**src/rtl/karatsuba_split_issuer_142bit.sv**
```systemverilog
// Splits one 142x142 GF(2) multiply job into three 71-bit sub-jobs (low, middle, high)
// and issues them in order to a shared sub-multiplier over a valid/ready handshake.
module karatsuba_split_issuer_142bit #(
  parameter int unsigned N     = 142,
  parameter int unsigned M     = 71,
  parameter int unsigned CNT_W = 16
) (
  input  logic             clk,
  input  logic             rst_n,
  input  logic             in_valid,
  output logic             in_ready,
  input  logic [N-1:0]     in_a,
  input  logic [N-1:0]     in_b,
  output logic             sub_valid,
  input  logic             sub_ready,
  output logic [M-1:0]     sub_a,
  output logic [M-1:0]     sub_b,
  output logic [1:0]       sub_tag,
  output logic             sub_last,
  output logic             busy,
  output logic [CNT_W-1:0] op_count
);

  typedef enum logic [1:0] {
    S_IDLE = 2'd0,
    S_LO   = 2'd1,
    S_MID  = 2'd2,
    S_HI   = 2'd3
  } state_t;

  localparam logic [1:0] TAG_LO  = 2'd0;
  localparam logic [1:0] TAG_MID = 2'd1;
  localparam logic [1:0] TAG_HI  = 2'd2;

  typedef struct packed {
    logic [M-1:0] a;
    logic [M-1:0] b;
    logic [1:0]   tag;
    logic         last;
  } sub_job_t;

  state_t           r_state;
  state_t           w_state_nxt;
  logic [N-1:0]     r_a;
  logic [N-1:0]     r_b;
  sub_job_t         r_sub;
  sub_job_t         w_sub_nxt;
  logic             r_sub_valid;
  logic             w_sub_valid_nxt;
  logic             r_busy;
  logic             w_busy_nxt;
  logic [CNT_W-1:0] r_op_count;
  logic [CNT_W-1:0] w_op_count_nxt;
  logic             w_in_ready;
  logic             w_in_xfer;
  logic             w_sub_xfer;
  logic [N-1:0]     w_a_src;
  logic [N-1:0]     w_b_src;

  // Next state and next registered sub-job; the payload is rebuilt from the operands
  // feeding the next state, so it stays stable while a sub-job is stalled.
  always_comb begin
    w_state_nxt     = r_state;
    w_in_ready      = 1'b0;
    w_op_count_nxt  = r_op_count;
    w_sub_nxt       = '0;
    w_sub_valid_nxt = 1'b0;
    w_busy_nxt      = 1'b0;
    w_a_src         = r_a;
    w_b_src         = r_b;
    w_sub_xfer      = r_sub_valid && sub_ready;

    case (r_state)
      S_IDLE:  w_in_ready = rst_n;
      S_HI:    w_in_ready = rst_n && sub_ready;
      default: w_in_ready = 1'b0;
    endcase

    w_in_xfer = in_valid && w_in_ready;
    if (w_in_xfer) begin
      w_a_src = in_a;
      w_b_src = in_b;
    end

    case (r_state)
      S_IDLE: begin
        if (w_in_xfer) w_state_nxt = S_LO;
      end
      S_LO: begin
        if (w_sub_xfer) w_state_nxt = S_MID;
      end
      S_MID: begin
        if (w_sub_xfer) w_state_nxt = S_HI;
      end
      S_HI: begin
        if (w_sub_xfer) begin
          w_op_count_nxt = r_op_count + CNT_W'(1);
          w_state_nxt    = w_in_xfer ? S_LO : S_IDLE;
        end
      end
      default: w_state_nxt = S_IDLE;
    endcase

    case (w_state_nxt)
      S_LO: begin
        w_sub_nxt.a   = w_a_src[M-1:0];
        w_sub_nxt.b   = w_b_src[M-1:0];
        w_sub_nxt.tag = TAG_LO;
      end
      S_MID: begin
        w_sub_nxt.a   = w_a_src[M-1:0] ^ w_a_src[N-1:M];
        w_sub_nxt.b   = w_b_src[M-1:0] ^ w_b_src[N-1:M];
        w_sub_nxt.tag = TAG_MID;
      end
      S_HI: begin
        w_sub_nxt.a    = w_a_src[N-1:M];
        w_sub_nxt.b    = w_b_src[N-1:M];
        w_sub_nxt.tag  = TAG_HI;
        w_sub_nxt.last = 1'b1;
      end
      default: w_sub_nxt = '0;
    endcase

    w_sub_valid_nxt = (w_state_nxt != S_IDLE);
    w_busy_nxt      = (w_state_nxt != S_IDLE);
  end

  // State, latched operands and registered outputs.
  always_ff @(posedge clk) begin
    if (!rst_n) begin
      r_state     <= S_IDLE;
      r_a         <= '0;
      r_b         <= '0;
      r_sub       <= '0;
      r_sub_valid <= 1'b0;
      r_busy      <= 1'b0;
      r_op_count  <= '0;
    end else begin
      r_state     <= w_state_nxt;
      r_sub       <= w_sub_nxt;
      r_sub_valid <= w_sub_valid_nxt;
      r_busy      <= w_busy_nxt;
      r_op_count  <= w_op_count_nxt;
      if (w_in_xfer) begin
        r_a <= in_a;
        r_b <= in_b;
      end
    end
  end

  assign in_ready  = w_in_ready;
  assign sub_valid = r_sub_valid;
  assign sub_a     = r_sub.a;
  assign sub_b     = r_sub.b;
  assign sub_tag   = r_sub.tag;
  assign sub_last  = r_sub.last;
  assign busy      = r_busy;
  assign op_count  = r_op_count;

endmodule

```
**config.mk**
```make
export PLATFORM = sky130hd
export DESIGN_NAME = karatsuba_split_issuer_142bit
export DESIGN_NICKNAME = d
export VERILOG_FILES = /design/src/rtl/karatsuba_split_issuer_142bit.sv
export SDC_FILE = /design/constraint.sdc
export NUM_CORES = 1
export LEC_CHECK = 0
export ABC_AREA = 0
export BUFFER_PORTS_ARGS = -buffer_cell sky130_fd_sc_hd__buf_2
export CAP_MARGIN = 25
export CORE_UTILIZATION = 30
export CTS_CLUSTER_SIZE = 28
export DETAILED_ROUTE_END_ITERATION = 12
export HOLD_SLACK_MARGIN = 0.12
export PLACE_DENSITY_LB_ADDON = 0.1
export SYNTH_ARGS = -nofsm -noshare
export SYNTH_HDL_FRONTEND = slang
export SYNTH_SLANG_ARGS = --single-unit
```
**constraint.sdc**
```tcl
create_clock -name clk -period 6.5 [get_ports clk]
set_clock_uncertainty 0.15 [all_clocks]
set_input_delay 0.65 -clock clk [delete_from_list [all_inputs] [get_ports clk]]
set_output_delay 0.65 -clock clk [all_outputs]
set_load 0.05 [all_outputs]
```
# After elaboration in Yosys (flattened, before gate mapping)
# Index checks and enable logic that the tools add are counted.
# Widths: inputs -> output; s select.
[classes] n_addsub=1 mul=0 div=0 magnitude_cmp=0 n_eq_ne=6 n_shift=0 n_mux=11 n_bitwise=2 reduce_logical=6
[op_table] cell="$pmux 144 s3" count=1
[op_table] cell="$mux 142" count=2
[op_table] cell="$xor 71x71->71" count=2
[op_table] cell="$add 16x1->16 const B" count=1
[op_table] cell="$eq 2x2->1 const B" count=4
[op_table] cell="$mux 2" count=4
[op_table] cell="$pmux 2 s4" count=1
[op_table] cell="$eq 2x1->1 const B" count=2
[op_table] cell="$logic_and 1x1->1" count=3
[op_table] cell="$logic_not 2->1" count=1
[op_table] cell="$mux 1" count=2
[op_table] cell="$pmux 1 s2" count=1
[op_table] cell="$reduce_and 2->1" count=1
[op_table] cell="$reduce_bool 2->1" count=1
[word_totals] reg_bits=448 latch_bits=0 ramBits=0 mem_bits_ro=0 in_bits=288 output_inout_bits=164 word_cells=35 n_memories=0

# Longest topological paths before layout
[logic_depth] depth_word=8 ltp_mapped=11 ltp_nobuf=7

# Worst setup path before layout
# No wires, ideal clock.
[synth_timing] kind="reg2out" from="register r_state[1]" to="output in_ready" t_arrival_ns=2.372 t_required_ns=5.700 setup_slack_ns=3.328 path_stages_with_launch=8 n_path_buf=3 cell_sequence="dfxtp_1 -> inv_1 -> ha_1 -> a21oi_1 -> buf_2 -> buf_2 -> clkbuf_1 -> nor3b_1"
[synth_between] elab_chain_cells=2 elab_cells_between_ends=3
[synth_rtl] element="start: declaration" line="42" rtl="state_t r_state;"
[synth_rtl] element="start signal: assignment" line="139" rtl="r_state <= w_state_nxt;"
[synth_rtl] element="$eq 2x2->1 / $logic_not 2->1 (equally long branches)" line="73" rtl="case (r_state)"
[synth_rtl] element="$pmux 1 s2 *" line="73"
[synth_rtl] element="end: declaration" line="11" rtl="output logic in_ready,"
# Mark *: on every way between the ends. The rest lies on a longest branch, timed or not.

# Worst setup path after layout
[layout_timing] from="register r_state[0]" to="register r_sub, in the netlist sub_b[62]"
[layout_between] elab_chain_cells=8 elab_cells_between_ends=18
[layout_rtl] element="$eq 2x2->1 / $logic_not 2->1 (equally long branches)" line="73, 85"
[layout_rtl] element="$pmux 1 s2" line="73"
[layout_rtl] element="$logic_and 1x1->1" line="79" rtl="w_in_xfer = in_valid && w_in_ready;"
[layout_rtl] element="$mux 1" line="98" rtl="w_state_nxt = w_in_xfer ? S_LO : S_IDLE;"
[layout_rtl] element="$mux 2" line="96" rtl="if (w_sub_xfer) begin"
[layout_rtl] element="$pmux 2 s4" line="85" rtl="case (r_state)"
[layout_rtl] element="$eq 2x2->1 / $eq 2x1->1 (equally long branches)" line="104" rtl="case (w_state_nxt)"
[layout_rtl] element="$pmux 144 s3 *" line="104"
[layout_rtl] element="end signal: assignment" line="140" rtl="r_sub <= w_sub_nxt;"
[layout_rtl] element="end: declaration" line="46" rtl="sub_job_t r_sub;"
# Marked as above.
# A chain may end at the register's enable or synchronous reset.

==> summary.txt <==
Status
  • Outcome: completed

Setup path
  • Data required time at the worst endpoint: between 6 and 7 ns
  • CP startpoint: r_state[0]$_SDFF_PN0_
  • FF-to-FF path depth: 8
  • Reg-to-reg setup timing slack: around 2.5 ns
  • Nature of the critical path startpoint: flop
  • Worst flop-to-flop path endpoint: sub_b[62]$_SDFF_PN0_
  • Maximum net fanout on the critical path: 73
  • Critical Path End Type: flop
  • Data arrival time of the critical path: 4.39 ns
  • Reg-to-reg startpoint: r_state[0]$_SDFF_PN0_
  • Type of the worst setup path: flop to flop

Synthesis
  • Largest family of logic cells by synthesized area: simple AND/OR/NAND/NOR gates
  • Area share of xor/xnor cells in the synthesized design: 0.0554
  • Flip-flop cell with the highest count after synthesis: sky130_fd_sc_hd__dfxtp_1
  • Netlist area before placement: between 0.015 and 0.02 mm²
  • Synth unique cells: 38
  • Share of cell area taken by muxes after synthesis: 0.0725
  • Cell type contributing the most total cell area after synthesis: sky130_fd_sc_hd__dfxtp_1
  • Leading cell types by total area after synthesis: sky130_fd_sc_hd__dfxtp_1, sky130_fd_sc_hd__mux2i_1, sky130_fd_sc_hd__a32o_1
  • Synth Instances: 2,106
  • Top cells by count, synth: sky130_fd_sc_hd__dfxtp_1, sky130_fd_sc_hd__nor2b_1, sky130_fd_sc_hd__and2_1
  • Number of register bits inferred by synthesis: roughly 450
  • Post-Syn Area per Cell: approximately 9.4 µm²
  • Mapped Nets: about 2,400
  • Simple-gate area share of the yosys netlist: 0.235
  • Adder and majority cell fraction of the synthesized area: 0.00380
  • Fraction of the yosys area taken by sequential cells: 0.453
  • Portion of synthesized cell area occupied by the leading cell type: 0.453
  • Count leader, synth: sky130_fd_sc_hd__dfxtp_1
  • Post-synth EDFFs: 0
  • Warnings, synthesis: 0
  • Async SR Flop Fraction: 0
  • Compound-gate portion of the synthesized area: 0.137

Clock tree
  • Clock transition time at the flip-flop clock pins of the worst setup and hold paths: 0.06 ns
  • Number of hold-repair buffers added at the cts stage: 0
  • Clock buffers created by TritonCTS: 53
  • Worst-Skew Late Latency: between 0.5 and 0.6 ns
  • CTS resizes: 0
  • Count of clock tree sinks: approximately 450
  • Maximum count of clock buffers along a single path: 3
  • Post-CTS Setup Inserts: 0
  • Cell at the root of the clock tree: sky130_fd_sc_hd__clkbuf_16
  • Total number of H-tree levels: 2
  • TritonCTS clock tree: yes

Floorplanning
  • # rows: slightly above 90
  • Top Ports: ~450
  • Placeable core area: 0.0647 mm²
  • X dimension of the die: 259 µm
  • Area enclosed by the die boundary: between 0.06 and 0.07 mm²
  • Starting Density: 0.305
  • Floorplan die height: 259 µm

Final layout
  • Sequential cell area: approximately 0.009 mm²
  • Ratio of cells with drive above 1 in the final layout: 0.227
  • Area of combinational cells with multiple inputs: 0.0100 mm²
  • Nets: about 2,700
  • Filler cell count in the final layout: 6,625
  • Post-synthesis to final-layout area growth: 23.4%

Hold path
  • Worst-case hold path end point: r_a[129]$_SDFF_PN0_
  • Start point of the worst hold path: in_a[129]
  • Number of instances on the worst hold path: 3
  • Type of the tightest min-delay check: input port to flop

Timing
  • Post-route fraction of the period consumed by the critical path: 0.618
  • Fmax: about 250 MHz
  • RSZ-0062 raised after global routing: no
  • Slew at the pin closest to its max-slew limit: 1.05 ns
  • Crit path time final: about 4 ns
  • Hold Slack: 0.210 ns
  • Pins over their slew limit: 0
  • Final hold vios: 0
  • Final total negative setup slack: 0 ns
  • Final number of setup-violating endpoints: 0
  • Tightest slew margin relative to the limit: 0.299

Global routing
  • Global-route wire length before repair: about 110,000 µm
  • Antenna violations before repair: 2
  • Leftover overflow at the end of global routing: 0
  • Via count of the first global-routing pass: between 15,000 and 20,000
  • Pin count of the biggest net entering global routing: 147
  • Combined global-route utilization of all metal layers: 0.204

Power and ir drop
  • Power after layout: between 7 and 8 mW
  • Leakage power figure: ~9.8 nW
  • Total power per unit cell area: between 200 and 300 mW/mm²
  • Max VDD drop: ~200 µV

Detailed routing
  • Antenna Nets Post-Route: 0
  • DRC marker count from the first detailed-route iteration: 942
  • Aggregate routed wire length: around 70,000 µm
  • Average via count per standard cell: approximately 5.2
  • Count of unresolved DRC violations after routing: 0
  • Number of iterations in the first detailed-routing pass: 5
  • Via Count: 17,397
  • Average detailed-routed wire length per instance: between 20 and 25 µm

Run
  • Max-cap check violation count: 0

Placed design
  • Gpl congestion: between 0.7 and 0.8
  • Number of port buffers: between 400 and 500
  • Sum of net half-perimeters after detailed placement: around 42,000 µm
==> per-stage QoR <==
stage                     std cells  setup slack, ns  utilization  instance area (µm²)
final                          3345             2.48        0.377                24400
after CTS                      3340             2.33        0.376                24300
after floorplan                2106             3.33            -                19700
after detailed placement       3245             2.35        0.349                22600
after global placement         3243             2.32        0.349                22600
after global routing           3343             2.25        0.376                24400
==> logic make-up (layout without fill, tap and decap cells) <==
family | Yosys count | after routing
XOR/XNOR | 125 | 125
AND/OR/NAND/NOR | 827 | 827
flip-flops | 447 | 447
multiplexers | 143 | 143
other | 0 | 3
adder cells (fa/ha/maj) | 6 | 6
AO/OA/AOI/OAI | 363 | 363
buffers and inverters | 195 | 576
==> how the worst max path moves through the flow <==
stage                                       to  slack [ns]
after floorplan                       in_ready        3.33
after global placement    sub_b[62]$_SDFF_PN0_        2.32
after detailed placement  sub_a[70]$_SDFF_PN0_        2.35
after CTS                 sub_b[62]$_SDFF_PN0_        2.33
after global routing      sub_b[62]$_SDFF_PN0_        2.25
final                     sub_b[62]$_SDFF_PN0_        2.48
==> sequential cells by signal, summed over array words and instances (netlist names) <==
register	cells
r_a	142
op_count	16
sub_tag	2
busy	1
sub_a	71
r_state	2
r_b	142
sub_b	71
==> power breakdown <==
| part | internal (mW) | switching [mW] | leakage [nW] |
|---|---|---|---|
| combinational | 0.441 | 0.859 | 5.36 |
| clock | 1.72 | 1.21 | 0.829 |
| sequential | 2.88 | 0.0399 | 3.63 |
==> routing by layer <==
metal  vias to the layer above  part of all wire  routed length (µm)  global-route usage
li1                       8261                 -                   -                   -
met1                      8528              0.44               30800               0.261
met2                       515              0.48               33500               0.342
met3                        93             0.062                4360              0.0426
met4                         0             0.024                1710              0.0639
met5                         -                 0                   0                   0
==> cell type report <==
| type | count | share of cell area |
|---|---|---|
| clock buffer | 86 | 0.0662 |
| sequential | 447 | 0.367 |
| antenna | 3 | 0.000308 |
| inverter | 4 | 0.000616 |
| tap | 855 | 0.0439 |
| multi-input combinational | 1464 | 0.411 |
| timing repair buffer | 477 | 0.107 |
| clock inverter | 9 | 0.00313 |
==> worst max-delay path, cell delays in order, from the launching register on <==
cell                      delay (ns)
sky130_fd_sc_hd__dfxtp_1        0.41
sky130_fd_sc_hd__inv_1          0.12
sky130_fd_sc_hd__ha_1           0.27
sky130_fd_sc_hd__a21o_4         0.46
sky130_fd_sc_hd__nand3_4        0.23
sky130_fd_sc_hd__buf_4          0.60
sky130_fd_sc_hd__and3_4         1.02
sky130_fd_sc_hd__buf_12         0.38
sky130_fd_sc_hd__a32o_1         0.25
==> layout by cell type, fill, tap and decap left out, types with 3 or more instances in the layout <==
| master | n |
|---|---|
| sky130_fd_sc_hd__o211ai_1 | 3 |
| sky130_fd_sc_hd__nor2b_1 | 177 |
| sky130_fd_sc_hd__nor3b_1 | 32 |
| sky130_fd_sc_hd__o21ai_0 | 143 |
| sky130_fd_sc_hd__a32o_1 | 111 |
| sky130_fd_sc_hd__diode_2 | 3 |
| sky130_fd_sc_hd__buf_16 | 3 |
| sky130_fd_sc_hd__buf_4 | 16 |
| sky130_fd_sc_hd__clkinv_2 | 6 |
| sky130_fd_sc_hd__o31a_1 | 31 |
| sky130_fd_sc_hd__dfxtp_1 | 447 |
| sky130_fd_sc_hd__nand2_1 | 117 |
| sky130_fd_sc_hd__xor2_1 | 3 |
| sky130_fd_sc_hd__nor2_1 | 36 |
| sky130_fd_sc_hd__a221o_1 | 32 |
| sky130_fd_sc_hd__clkbuf_1 | 19 |
| sky130_fd_sc_hd__clkbuf_16 | 55 |
| sky130_fd_sc_hd__nand3_1 | 146 |
| sky130_fd_sc_hd__a21oi_1 | 31 |
| sky130_fd_sc_hd__ha_1 | 6 |
| sky130_fd_sc_hd__mux2i_1 | 143 |
| sky130_fd_sc_hd__clkbuf_8 | 13 |
| sky130_fd_sc_hd__buf_2 | 450 |
| sky130_fd_sc_hd__and2_1 | 157 |
| sky130_fd_sc_hd__xnor2_1 | 122 |
| sky130_fd_sc_hd__nand4_1 | 148 |
| sky130_fd_sc_hd__inv_1 | 4 |
| sky130_fd_sc_hd__buf_12 | 7 |
Power figures use the tool's default switching activity.
